==> config.mk <==
export PLATFORM = sky130hd
export DESIGN_NAME = fpu_operand_unpack
export DESIGN_NICKNAME = d
export VERILOG_FILES = /design/src/rtl/fpu_operand_unpack.sv
export SDC_FILE = /design/constraint.sdc
export NUM_CORES = 1
export LEC_CHECK = 0
export CORE_ASPECT_RATIO = 1.4
export CORE_MARGIN = 1.5
export CORE_UTILIZATION = 43
export DETAILED_ROUTE_END_ITERATION = 8
export PLACE_DENSITY = 0.75
export SLEW_MARGIN = 40
export SYNTH_ARGS = -nofsm -noshare
export SYNTH_HDL_FRONTEND = slang
export SYNTH_SLANG_ARGS = --single-unit
==> constraint.sdc <==
create_clock -name clk -period 2.1 [get_ports clk]
set_input_delay 0.42 -clock clk [delete_from_list [all_inputs] [get_ports clk]]
set_output_delay 0.42 -clock clk [all_outputs]
set_load 0.01 [all_outputs]
==> src/rtl/fpu_operand_unpack.sv <==
// Input stage of the binary32 add/sub datapath: classifies and unpacks two operands
// behind a 2-entry skid buffer. Define FPU_UNPACK_FTZ_EN to flush subnormals to zero.
module fpu_operand_unpack #(
  parameter int TAG_W = 4
) (
  input  logic             clk,
  input  logic             rst_n,
  input  logic             in_valid,
  output logic             in_ready,
  input  logic [31:0]      in_a,
  input  logic [31:0]      in_b,
  input  logic             in_sub,
  input  logic [TAG_W-1:0] in_tag,
  output logic             out_valid,
  input  logic             out_ready,
  output logic [TAG_W-1:0] out_tag,
  output logic             sign_a,
  output logic             sign_b_eff,
  output logic [7:0]       exp_a,
  output logic [7:0]       exp_b,
  output logic [22:0]      frac_a,
  output logic [22:0]      frac_b,
  output logic [23:0]      mant_a,
  output logic [23:0]      mant_b,
  output logic             is_zero_a,
  output logic             is_zero_b,
  output logic             is_inf_a,
  output logic             is_inf_b,
  output logic             is_nan_a,
  output logic             is_nan_b,
  output logic             is_sub_a,
  output logic             is_sub_b,
  output logic             is_snan
);

  typedef struct packed {
    logic [22:0] frac;
    logic [23:0] mant;
    logic        zero;
    logic        inf;
    logic        nan;
    logic        sub;
    logic        snan;
  } op_t;

  typedef struct packed {
    logic             sign_a;
    logic             sign_b_eff;
    logic [7:0]       exp_a;
    logic [7:0]       exp_b;
    op_t              op_a;
    op_t              op_b;
    logic [TAG_W-1:0] tag;
  } pair_t;

  function automatic op_t classify(input logic [7:0] e, input logic [22:0] f);
    op_t  o;
    logic exp_min;
    logic exp_max;
    logic frac_nz;
    exp_min = ~|e;
    exp_max = &e;
    frac_nz = |f;
`ifdef FPU_UNPACK_FTZ_EN
    // Subnormals collapse into signed zero; exponent field is already 0.
    o.frac = (exp_min & frac_nz) ? 23'd0 : f;
    o.zero = exp_min;
    o.sub  = 1'b0;
`else
    o.frac = f;
    o.zero = exp_min & ~frac_nz;
    o.sub  = exp_min & frac_nz;
`endif
    o.inf  = exp_max & ~frac_nz;
    o.nan  = exp_max & frac_nz;
    o.snan = exp_max & frac_nz & ~f[22];
    o.mant = {~exp_min, o.frac};
    return o;
  endfunction

  pair_t in_pair;
  pair_t main_q;
  pair_t skid_q;
  logic  out_valid_q;
  logic  in_ready_q;

  always_comb begin
    in_pair            = '0;
    in_pair.sign_a     = in_a[31];
    in_pair.sign_b_eff = in_b[31] ^ in_sub;
    in_pair.exp_a      = in_a[30:23];
    in_pair.exp_b      = in_b[30:23];
    in_pair.op_a       = classify(in_a[30:23], in_a[22:0]);
    in_pair.op_b       = classify(in_b[30:23], in_b[22:0]);
    in_pair.tag        = in_tag;
  end

  // in_ready_q low means the skid register holds a pair.
  always_ff @(posedge clk or negedge rst_n) begin
    if (!rst_n) begin
      main_q      <= '0;
      skid_q      <= '0;
      out_valid_q <= 1'b0;
      in_ready_q  <= 1'b1;
    end else if (!out_valid_q || out_ready) begin
      if (!in_ready_q) begin
        main_q      <= skid_q;
        out_valid_q <= 1'b1;
        in_ready_q  <= 1'b1;
      end else if (in_valid) begin
        main_q      <= in_pair;
        out_valid_q <= 1'b1;
      end else begin
        out_valid_q <= 1'b0;
      end
    end else if (in_valid && in_ready_q) begin
      skid_q     <= in_pair;
      in_ready_q <= 1'b0;
    end
  end

  assign in_ready   = in_ready_q;
  assign out_valid  = out_valid_q;
  assign out_tag    = main_q.tag;
  assign sign_a     = main_q.sign_a;
  assign sign_b_eff = main_q.sign_b_eff;
  assign exp_a      = main_q.exp_a;
  assign exp_b      = main_q.exp_b;
  assign frac_a     = main_q.op_a.frac;
  assign frac_b     = main_q.op_b.frac;
  assign mant_a     = main_q.op_a.mant;
  assign mant_b     = main_q.op_b.mant;
  assign is_zero_a  = main_q.op_a.zero;
  assign is_zero_b  = main_q.op_b.zero;
  assign is_inf_a   = main_q.op_a.inf;
  assign is_inf_b   = main_q.op_b.inf;
  assign is_nan_a   = main_q.op_a.nan;
  assign is_nan_b   = main_q.op_b.nan;
  assign is_sub_a   = main_q.op_a.sub;
  assign is_sub_b   = main_q.op_b.sub;
  assign is_snan    = main_q.op_a.snan | main_q.op_b.snan;

endmodule
==> flow_metrics.py, run 1 <==
metrics = {
    "yosys": {
        "synth_common_cells": "285 x nand2_1, 161 x dfrtp_1, 114 x buf_4",
        "synth-edff-count": 0,
        "yosysMostFrequentCell": "nand2_1",
        "async_reset_ff_frac": 1.000,
        "synth_nets": 916,
        "synth-seq-cells": 162,
        "yosysWarnings": 0,
        "synth_top_area_share": 0.5145,
        "synthCells": 843,
        "syn-cell-area_um2": 7831,
        "synth_largest_area_cell": "dfrtp_1",
        "synth_cell_type_count": 32,
        "ys_seq_area_frac": 0.5178,
        "synth.avg_cell_area_um2": 9.290,
        "synthTopCellsByArea": "dfrtp_1 51%, nand2_1 14%, buf_4 11%",
        "synth_top_flop_cell": "dfrtp_1",
    },
    "global_route": {
        "first_global_vias": 5859,
        "grt_start_max_net_pins": 56,
        "overflow": 0,
        "gr-usage-all-layers": 0.2003,
        "antenna_found_initial": 0,
        "grt_pass1_wl_um": 29260,
    },
    "floorplanning": {
        "start_util": 0.4369,
        "die_w_um": 117.1,
        "die-area_um2": 19040,
        "rows": 58,
        "fp.dieH_um": 162.7,
        "coreArea_um2": 17920,
        "pin_count": 200,
    },
    "cts": {
        "cts_setup_buffers": 0,
        "clock-root-buffer": "clkbuf_16",
        "clkSinkCount": 162,
        "cts_max_level": 4,
        "cts_tree": "done",
        "clkLatencyLatePin_ns": 0.42,
        "path_clk_slew_ns": 0.07,
        "cts_buffer_depth": 2,
        "numCtsBuffers": 17,
    },
    "setup_path": {
        "worstPathRequired_ns": 2.41,
        "crit_family": "simple AND/OR/NAND/NOR gates",
        "cp.arrival_ns": 2.33,
        "slowest_delay_ns": 0.56,
        "path_buf_inv": 2,
        "reg2reg_from": "in_ready",
        "path_cells": "clkdlybuf4s50_1 > nor4_1 > buf_4 > nand4_1 > or2_2 > a32o_1",
        "cpMaxStageDelayCell": "nor4_1",
        "cp-start-kind": "input pin",
        "cp-end-kind": "flip-flop",
        "criticalPathCategory": "in -> reg",
        "cp_max_fo": 5,
        "crit_path_start": "in_a[16]",
    },
    "pwr": {
        "power.leakage_nw": 4.918,
        "max-vdd-ir-drop_mv": 0.4264,
        "p_total_mw": 9.450,
        "powerDensity_nw_per_um2": 926.0,
    },
    "routing": {
        "wl_um": 18190,
        "final_antenna_net_count": 0,
        "drc_errors": 0,
        "vias": 5842,
        "drt-initial-drc-count": 442,
        "first_pass_iters": 4,
        "wl_per_cell_um": 14.99,
        "vias_per_cell": 4.816,
    },
    "layout": {
        "insertedDiodeCount": 0,
        "num-fill-cells": 1559,
        "nNetsFinal": 1033,
        "area_growth_pct": 30.31,
        "final_cell_count_no_fill": 1213,
        "ff_latch_area_um2": 4059,
        "multiInputGateArea_um2": 2701,
        "final_layout_size_suffix_gt1_frac": 0.1017,
    },
    "hold_path": {
        "min_from": "skid_q[114]",
        "hold_path.class": "reg -> reg",
    },
    "job": {
        "drv_cap": 0,
    },
    "timing": {
        "tns_ns": 0,
        "hold_violations": 0,
        "max_freq_ghz": 0.4940,
        "slew_headroom": 0.6024,
        "drv_slew": 0,
        "finalCritPeriodShare": 0.9639,
        "finalSetupViolCount": 0,
        "fin_skew_ns": 0.007186,
        "rsz0062_at_grt": "no",
        "tightest_slew_ns": 0.5909,
        "finalWorstPathRequiredPeriod_ns": 2.024,
    },
    "placed_design": {
        "dp_cells": 1180,
        "gp_congestion": 0.8013,
        "dpl.hpwl_um": 12950,
        "port_buffers": 199,
    },
    "outcome": {
        "outcome": "complete, no violations",
    },
}
metal layers:
metal	GRT usage	part of all wire
met3	0.04689	0.046
met4	0.09146	0.034
met2	0.3394	0.51
met5	0	0
met1	0.2392	0.41
power by group:
group          switching [mW]  leakage (nW)  internal [mW]
logic                    1.03          2.60           1.27
registers               0.338          2.03           3.67
clock network            1.24         0.293           1.90
total                    2.61          4.92           6.84
repair_timing:
action,4_1_cts,5_1_grt
endpoints found under the hold margin,41,0
gates resized for setup,0,1
setup endpoints to repair,0,1
hold buffers,1,0
cells by family (layout without fill, tap and decap cells):
kind of cell	after synthesis	count (layout)	share of synthesized area
and+or+nand+nor	344	344	0.1813
muxes	69	69	0.08819
DFF	162	162	0.5178
xor gates and xnor gates	1	1	0.001119
AOI/OAI and AO/OA	106	106	0.07221
buffers and inverters	161	291	0.1393
final cells by class:
class	count	area share
Sequential cell	162	0.3977
Multi-Input combinational cell	520	0.2647
Timing Repair Buffer	257	0.2483
Clock buffer	19	0.04340
Tap cell	240	0.02943
Clock inverter	13	0.01569
Inverter	2	0.0007357
worst paths after layout:
path	end	slack, ns	depth (start not counted)
worst min register to register	skid_q[114]	0.47	2
worst max register to register	skid_q[106]	0.36	5
worst max-delay path	skid_q[56]	0.08	6
min in group asynchronous	frac_b[7]	0.49	2
worst min-delay path	skid_q[114]	0.47	2
max in group asynchronous	mant_b[23]	0.95	3
through the flow:
| step | hold slack (ns) | setup WS [ns] | utilization | area (um^2) |
|---|---|---|---|---|
| global route | 0.4922 | 0.03760 | 0.5693 | 10200 |
| finish | 0.4715 | 0.07581 | 0.5693 | 10200 |
| CTS | 0.4768 | 0.01113 | 0.5692 | 10200 |
| detailed placement | 0.3904 | -0.3004 | 0.5350 | 9589 |
| floorplan | 0.1244 | 0.5306 | - | 7831 |
| global placement | 0.3901 | -0.2335 | 0.5350 | 9589 |
cells in the final DEF (no fill, tap or decap), types with 3 or more instances in the layout:
master           Yosys  routed
nand2_1            285     285
clkdlybuf4s50_1      0     197
dfrtp_1            161     161
o21ai_0             79      79
mux2i_1             69      69
buf_4              114      49
clkbuf_16            0      17
nor2_1              11      11
nor4_1              10      10
a21oi_1             10      10
o21ai_1              9       9
nor3b_1              8       8
buf_12               0       8
nand4_1              6       6
nand3_1              7       6
or4_1                4       4
nor3_1               4       4
clkinv_2             0       4
or2_2                3       3
bufinv_16            0       3
clkinv_4             0       3
sequential cells by signal, indices dropped and copies added, names as in the netlist, 2 cells and up:
signal	cells
frac_b	22
exp_b	8
frac_a	22
mant_b	2
out_tag	4
mant_a	2
main_q	2
exp_a	8
skid_q	80
worst min-delay path, stage by stage, from the launching register on:
cell and delay [ns]:
dfrtp_1 0.34, nand2_1 0.05, nand2_1 0.05
No activity file was read; power rests on OpenSTA's default activity.
==> run 2: changes to the inputs <==
- CORE_UTILIZATION: 43 -> 29
- PLACE_DENSITY: 0.75 -> 0.55
==> flow_metrics.py, run 2 (synthesized netlist as in run 1, its figures left out) <==
metrics = {
    "layout": {
        "mostFrequentLayoutCell": "nand2_1",
        "nNetsFinal": 1047,
        "top_register": "skid_q",
        "insertedDiodeCount": 0,
        "ff_latch_area_um2": 4059,
        "final_layout_size_suffix_gt1_frac": 0.1155,
        "mostFrequentLayoutCells": "285 x nand2_1, 197 x clkdlybuf4s50_1, 161 x dfrtp_1",
        "multiInputGateArea_um2": 2701,
        "num-fill-cells": 2685,
        "largest_register_ffs": 80,
        "area_growth_pct": 34.06,
        "stdcell_area_um2": 10500,
        "fin_util": 0.3926,
    },
    "cts": {
        "path_clk_slew_ns": 0.07,
        "clkLatencyLatePin_ns": 0.43,
        "clock-root-buffer": "clkbuf_16",
        "cts_max_level": 4,
        "clkSinkCount": 162,
        "numCtsBuffers": 17,
        "cts_buffer_depth": 2,
        "cts_tree": "done",
    },
    "timing": {
        "fin_skew_ns": 0.01101,
        "finalSetupViolCount": 0,
        "max_freq_ghz": 0.4899,
        "tightest_slew_ns": 0.5575,
        "slew_headroom": 0.6270,
        "holdWs_ns": 0.4715,
        "hold_violations": 0,
        "rsz0062_at_grt": "no",
        "drv_slew": 0,
        "finalWorstPathRequiredPeriod_ns": 2.041,
        "layout_setup_ws_ns": 0.05891,
        "finalCritPeriodShare": 0.9719,
    },
    "setup_path": {
        "cpMaxStageDelayCell": "dfstp_4",
        "cp_max_fo": 4,
        "path_buf_inv": 1,
        "cp.arrival_ns": 1.62,
        "crit_family": "flip-flops",
        "path_cells": "clkdlybuf4s50_1",
        "r2r_cells": 5,
        "worstPathRequired_ns": 1.68,
        "cp-start-kind": "flip-flop",
        "cp-end-kind": "output pin",
        "criticalPathCategory": "reg -> out",
        "cp_num_cells": 1,
        "slowest_delay_ns": 0.64,
    },
    "hold_path": {
        "hold_path.class": "in -> async",
    },
    "pwr": {
        "power.leakage_nw": 5.008,
        "max-vdd-ir-drop_mv": 0.5680,
        "powerDensity_nw_per_um2": 905.1,
    },
    "placed_design": {
        "port_buffers": 199,
        "gp_congestion": 0.7601,
        "dpl.hpwl_um": 14260,
        "placed_area_um2": 9888,
        "preCtsSetupSlack_ns": -0.2349,
    },
    "floorplanning": {
        "fp.dieH_um": 197.4,
        "die-area_um2": 28010,
        "start_util": 0.2929,
        "coreArea_um2": 26740,
        "die_w_um": 141.9,
        "pin_count": 200,
        "rows": 71,
    },
    "routing": {
        "vias_per_cell": 4.330,
        "wl_per_cell_um": 14.91,
        "vias": 5854,
        "final_antenna_net_count": 0,
        "first_pass_iters": 4,
        "drt-initial-drc-count": 239,
        "drc_errors": 0,
        "wl_um": 20160,
    },
    "job": {
        "drv_cap": 0,
    },
    "global_route": {
        "grt_start_max_net_pins": 63,
        "gr-usage-all-layers": 0.1501,
        "grt_pass1_wl_um": 32440,
        "antenna_found_initial": 0,
        "overflow": 0,
        "first_global_vias": 5870,
    },
    "outcome": {
        "outcome": "complete, no violations",
    },
}
[run 2: what timing repair did]
action,CTS,global route
buffers inserted,0,0
hold endpoints to repair,36,0
resized for setup,0,1
hold buffers,1,0
setup endpoints to repair,0,1
[run 2: stage by stage]
stage | TNS [ns] | power (mW) | instances
after global routing | 0 | 10.04 | 1352
final | 0 | 9.502 | 1352
after floorplan | 0 | 5.521 | 843
after detailed placement | -1.275 | 6.427 | 1319
after CTS | 0 | 9.656 | 1352
after global placement | -1.621 | 6.388 | 1319
[run 2: final cells by class]
cell class,count,share of cell area
clock inverters,15,0.01645
clock buffers,17,0.04052
flip-flops and latches,162,0.3866
multi-input cells,520,0.2573
inverters,2,0.0007151
repair buffers,271,0.2549
well taps,365,0.04350
[run 2: path summary, 6_finish.rpt]
check	startpoint	end	slack, ns
max	in_ready	in_ready	0.06
min	rst_n	frac_b[7]	0.47
max reg2reg	in_ready	skid_q[97]	0.23
min reg2reg	skid_q[59]	skid_q[59]	0.47
max in group asynchronous	rst_n	skid_q[88]	0.98
min in group clk	skid_q[59]	skid_q[59]	0.47
[run 2: layer usage]
metal,track usage,share of wire,vias up
li1,-,-,2905
met1,0.1782,0.43,2799
met2,0.2688,0.52,133
met3,0.03079,0.036,17
met4,0.04887,0.016,0
met5,0,0,-
[run 2: where the power goes]
part	switching [mW]	total (mW)	internal [mW]	leakage (nW)
combinational	1.03	2.32	1.29	2.69
clock	1.39	3.18	1.79	0.288
sequential	0.341	4.00	3.66	2.03
total	2.76	9.50	6.74	5.01
==> run 3: changes to the inputs <==
--- a/config.mk
+++ b/config.mk
@@ -6,9 +6,11 @@
 export NUM_CORES = 1
 export LEC_CHECK = 0
+export CELL_PAD_IN_SITES_DETAIL_PLACEMENT = 1
+export CELL_PAD_IN_SITES_GLOBAL_PLACEMENT = 2
 export CORE_ASPECT_RATIO = 1.4
 export CORE_MARGIN = 1.5
 export CORE_UTILIZATION = 29
 export DETAILED_ROUTE_END_ITERATION = 8
-export PLACE_DENSITY = 0.55
+export PLACE_DENSITY = 0.82
 export SLEW_MARGIN = 40
 export SYNTH_ARGS = -nofsm -noshare
==> constraint.sdc (replaced) <==
create_clock -name clk -period 2.1 [get_ports clk]
set_input_delay 0.315 -clock clk [delete_from_list [all_inputs] [get_ports clk]]
set_output_delay 0.315 -clock clk [all_outputs]
set_load 0.01 [all_outputs]
==> flow_metrics.py, run 3 (synthesized netlist as in run 1, its figures left out) <==
metrics = {
    "layout": {
        "mostFrequentLayoutCells": "285 x nand2_1, 198 x clkdlybuf4s50_1, 161 x dfrtp_1",
        "num-fill-cells": 3025,
        "largest_register_ffs": 80,
        "insertedDiodeCount": 0,
        "mostFrequentLayoutCell": "nand2_1",
        "nNetsFinal": 1012,
        "final_layout_size_suffix_gt1_frac": 0.08298,
        "stdcell_area_um2": 10250,
        "area_growth_pct": 30.87,
        "top_register": "skid_q",
        "final_cell_count_no_fill": 1317,
    },
    "cts": {
        "cts_buffer_depth": 2,
        "ctsResizeCount": 0,
        "cts_tree": "done",
        "clkSinkCount": 162,
        "cts_max_level": 4,
        "path_clk_slew_ns": 0.07,
        "cts_setup_buffers": 0,
        "clkLatencyLatePin_ns": 0.43,
        "numCtsBuffers": 17,
        "clock-root-buffer": "clkbuf_16",
        "cts_hold_buf": 1,
    },
    "global_route": {
        "first_global_vias": 6315,
        "grt_pass1_wl_um": 34240,
        "overflow": 0,
        "antenna_found_initial": 0,
        "grt_start_max_net_pins": 65,
        "gr-usage-all-layers": 0.1591,
    },
    "routing": {
        "wl_um": 21420,
        "final_antenna_net_count": 0,
        "drc_errors": 0,
        "vias": 5937,
        "vias_per_cell": 4.508,
        "first_pass_iters": 4,
        "drt-initial-drc-count": 185,
        "wl_per_cell_um": 16.27,
    },
    "floorplanning": {
        "die-area_um2": 28010,
        "pin_count": 200,
        "die_w_um": 141.9,
        "rows": 71,
        "fp.dieH_um": 197.4,
        "coreArea_um2": 26740,
        "start_util": 0.2929,
    },
    "pwr": {
        "max-vdd-ir-drop_mv": 0.5680,
        "p_total_mw": 9.679,
        "power.leakage_nw": 4.828,
        "powerDensity_nw_per_um2": 944.5,
    },
    "setup_path": {
        "cp.arrival_ns": 1.68,
        "slowest_delay_ns": 0.66,
        "rrSetupSlack_ns": 0.27,
        "cpMaxStageDelayCell": "dfstp_4",
        "path_buf_inv": 1,
        "crit_family": "flip-flops",
        "path_cells": "clkdlybuf4s50_1",
        "cp-end-kind": "output pin",
        "worstPathRequired_ns": 1.78,
        "criticalPathCategory": "reg -> out",
        "cp_max_fo": 4,
        "cp-start-kind": "flip-flop",
    },
    "job": {
        "drv_cap": 0,
    },
    "timing": {
        "tightest_slew_ns": 0.3737,
        "rsz0062_at_grt": "no",
        "hold_violations": 0,
        "finalSetupViolCount": 0,
        "fin_skew_ns": 0.007522,
        "finalWorstPathRequiredPeriod_ns": 1.991,
        "slew_headroom": 0.7509,
        "max_freq_ghz": 0.5022,
        "drv_slew": 0,
        "finalCritPeriodShare": 0.9482,
    },
    "placed_design": {
        "port_buffers": 199,
        "dp_cells": 1284,
        "placed_area_um2": 9604,
        "gp_congestion": 0.7611,
        "dpl.hpwl_um": 14980,
    },
    "outcome": {
        "outcome": "complete, no violations",
    },
    "hold_path": {
        "hold_path.class": "in -> async",
    },
}
[run 3: layer usage]
layer  GRT usage  up-vias  routed length (um)
met5           0        -                   0
met4     0.05689        0                 440
met3     0.03467       27                 856
met2      0.2885      135               11270
met1      0.1826     2943                8854
li1            -     2832                   -
[run 3: final timing paths]
kind,startpoint,to,depth (start not counted)
min reg2reg,skid_q[97],skid_q[97],2
max reg2reg,in_ready,frac_b[9],4
min in group clk,in_a[31],skid_q[125],3
max in group asynchronous,rst_n,frac_b[4],3
min,rst_n,skid_q[119],2
max,in_ready,in_ready,1
[run 3: area by class of cell]
class / count / area [um^2] / share of cell area
Timing Repair Buffer: 236 / 2386 / 0.2328
Clock buffer: 19 / 452.9 / 0.04419
Sequential cell: 162 / 4059 / 0.3960
Multi-Input combinational cell: 520 / 2705 / 0.2639
Inverter: 2 / 7.507 / 0.0007325
Tap cell: 365 / 456.7 / 0.04456
Clock inverter: 13 / 181.4 / 0.01770
[run 3: power by group]
part	switching, mW	internal [mW]	leakage, nW
clock	1.31	2.05	0.309
combinational	1.05	1.25	2.49
sequential	0.355	3.66	2.03
total	2.71	6.97	4.83
[run 3: per-stage QoR]
step / setup TNS (ns) / util / hold WS (ns) / setup slack (ns)
finish: 0 / 0.3833 / 0.3519 / 0.1088
global route: 0 / 0.3833 / 0.3646 / 0.06104
CTS: 0 / 0.3833 / 0.3427 / 0.08157
global placement: -0.05428 / 0.3592 / 0.2411 / -0.05428
detailed placement: -0.03795 / 0.3592 / 0.2493 / -0.03795
floorplan: 0 / - / 0.01941 / 0.5306
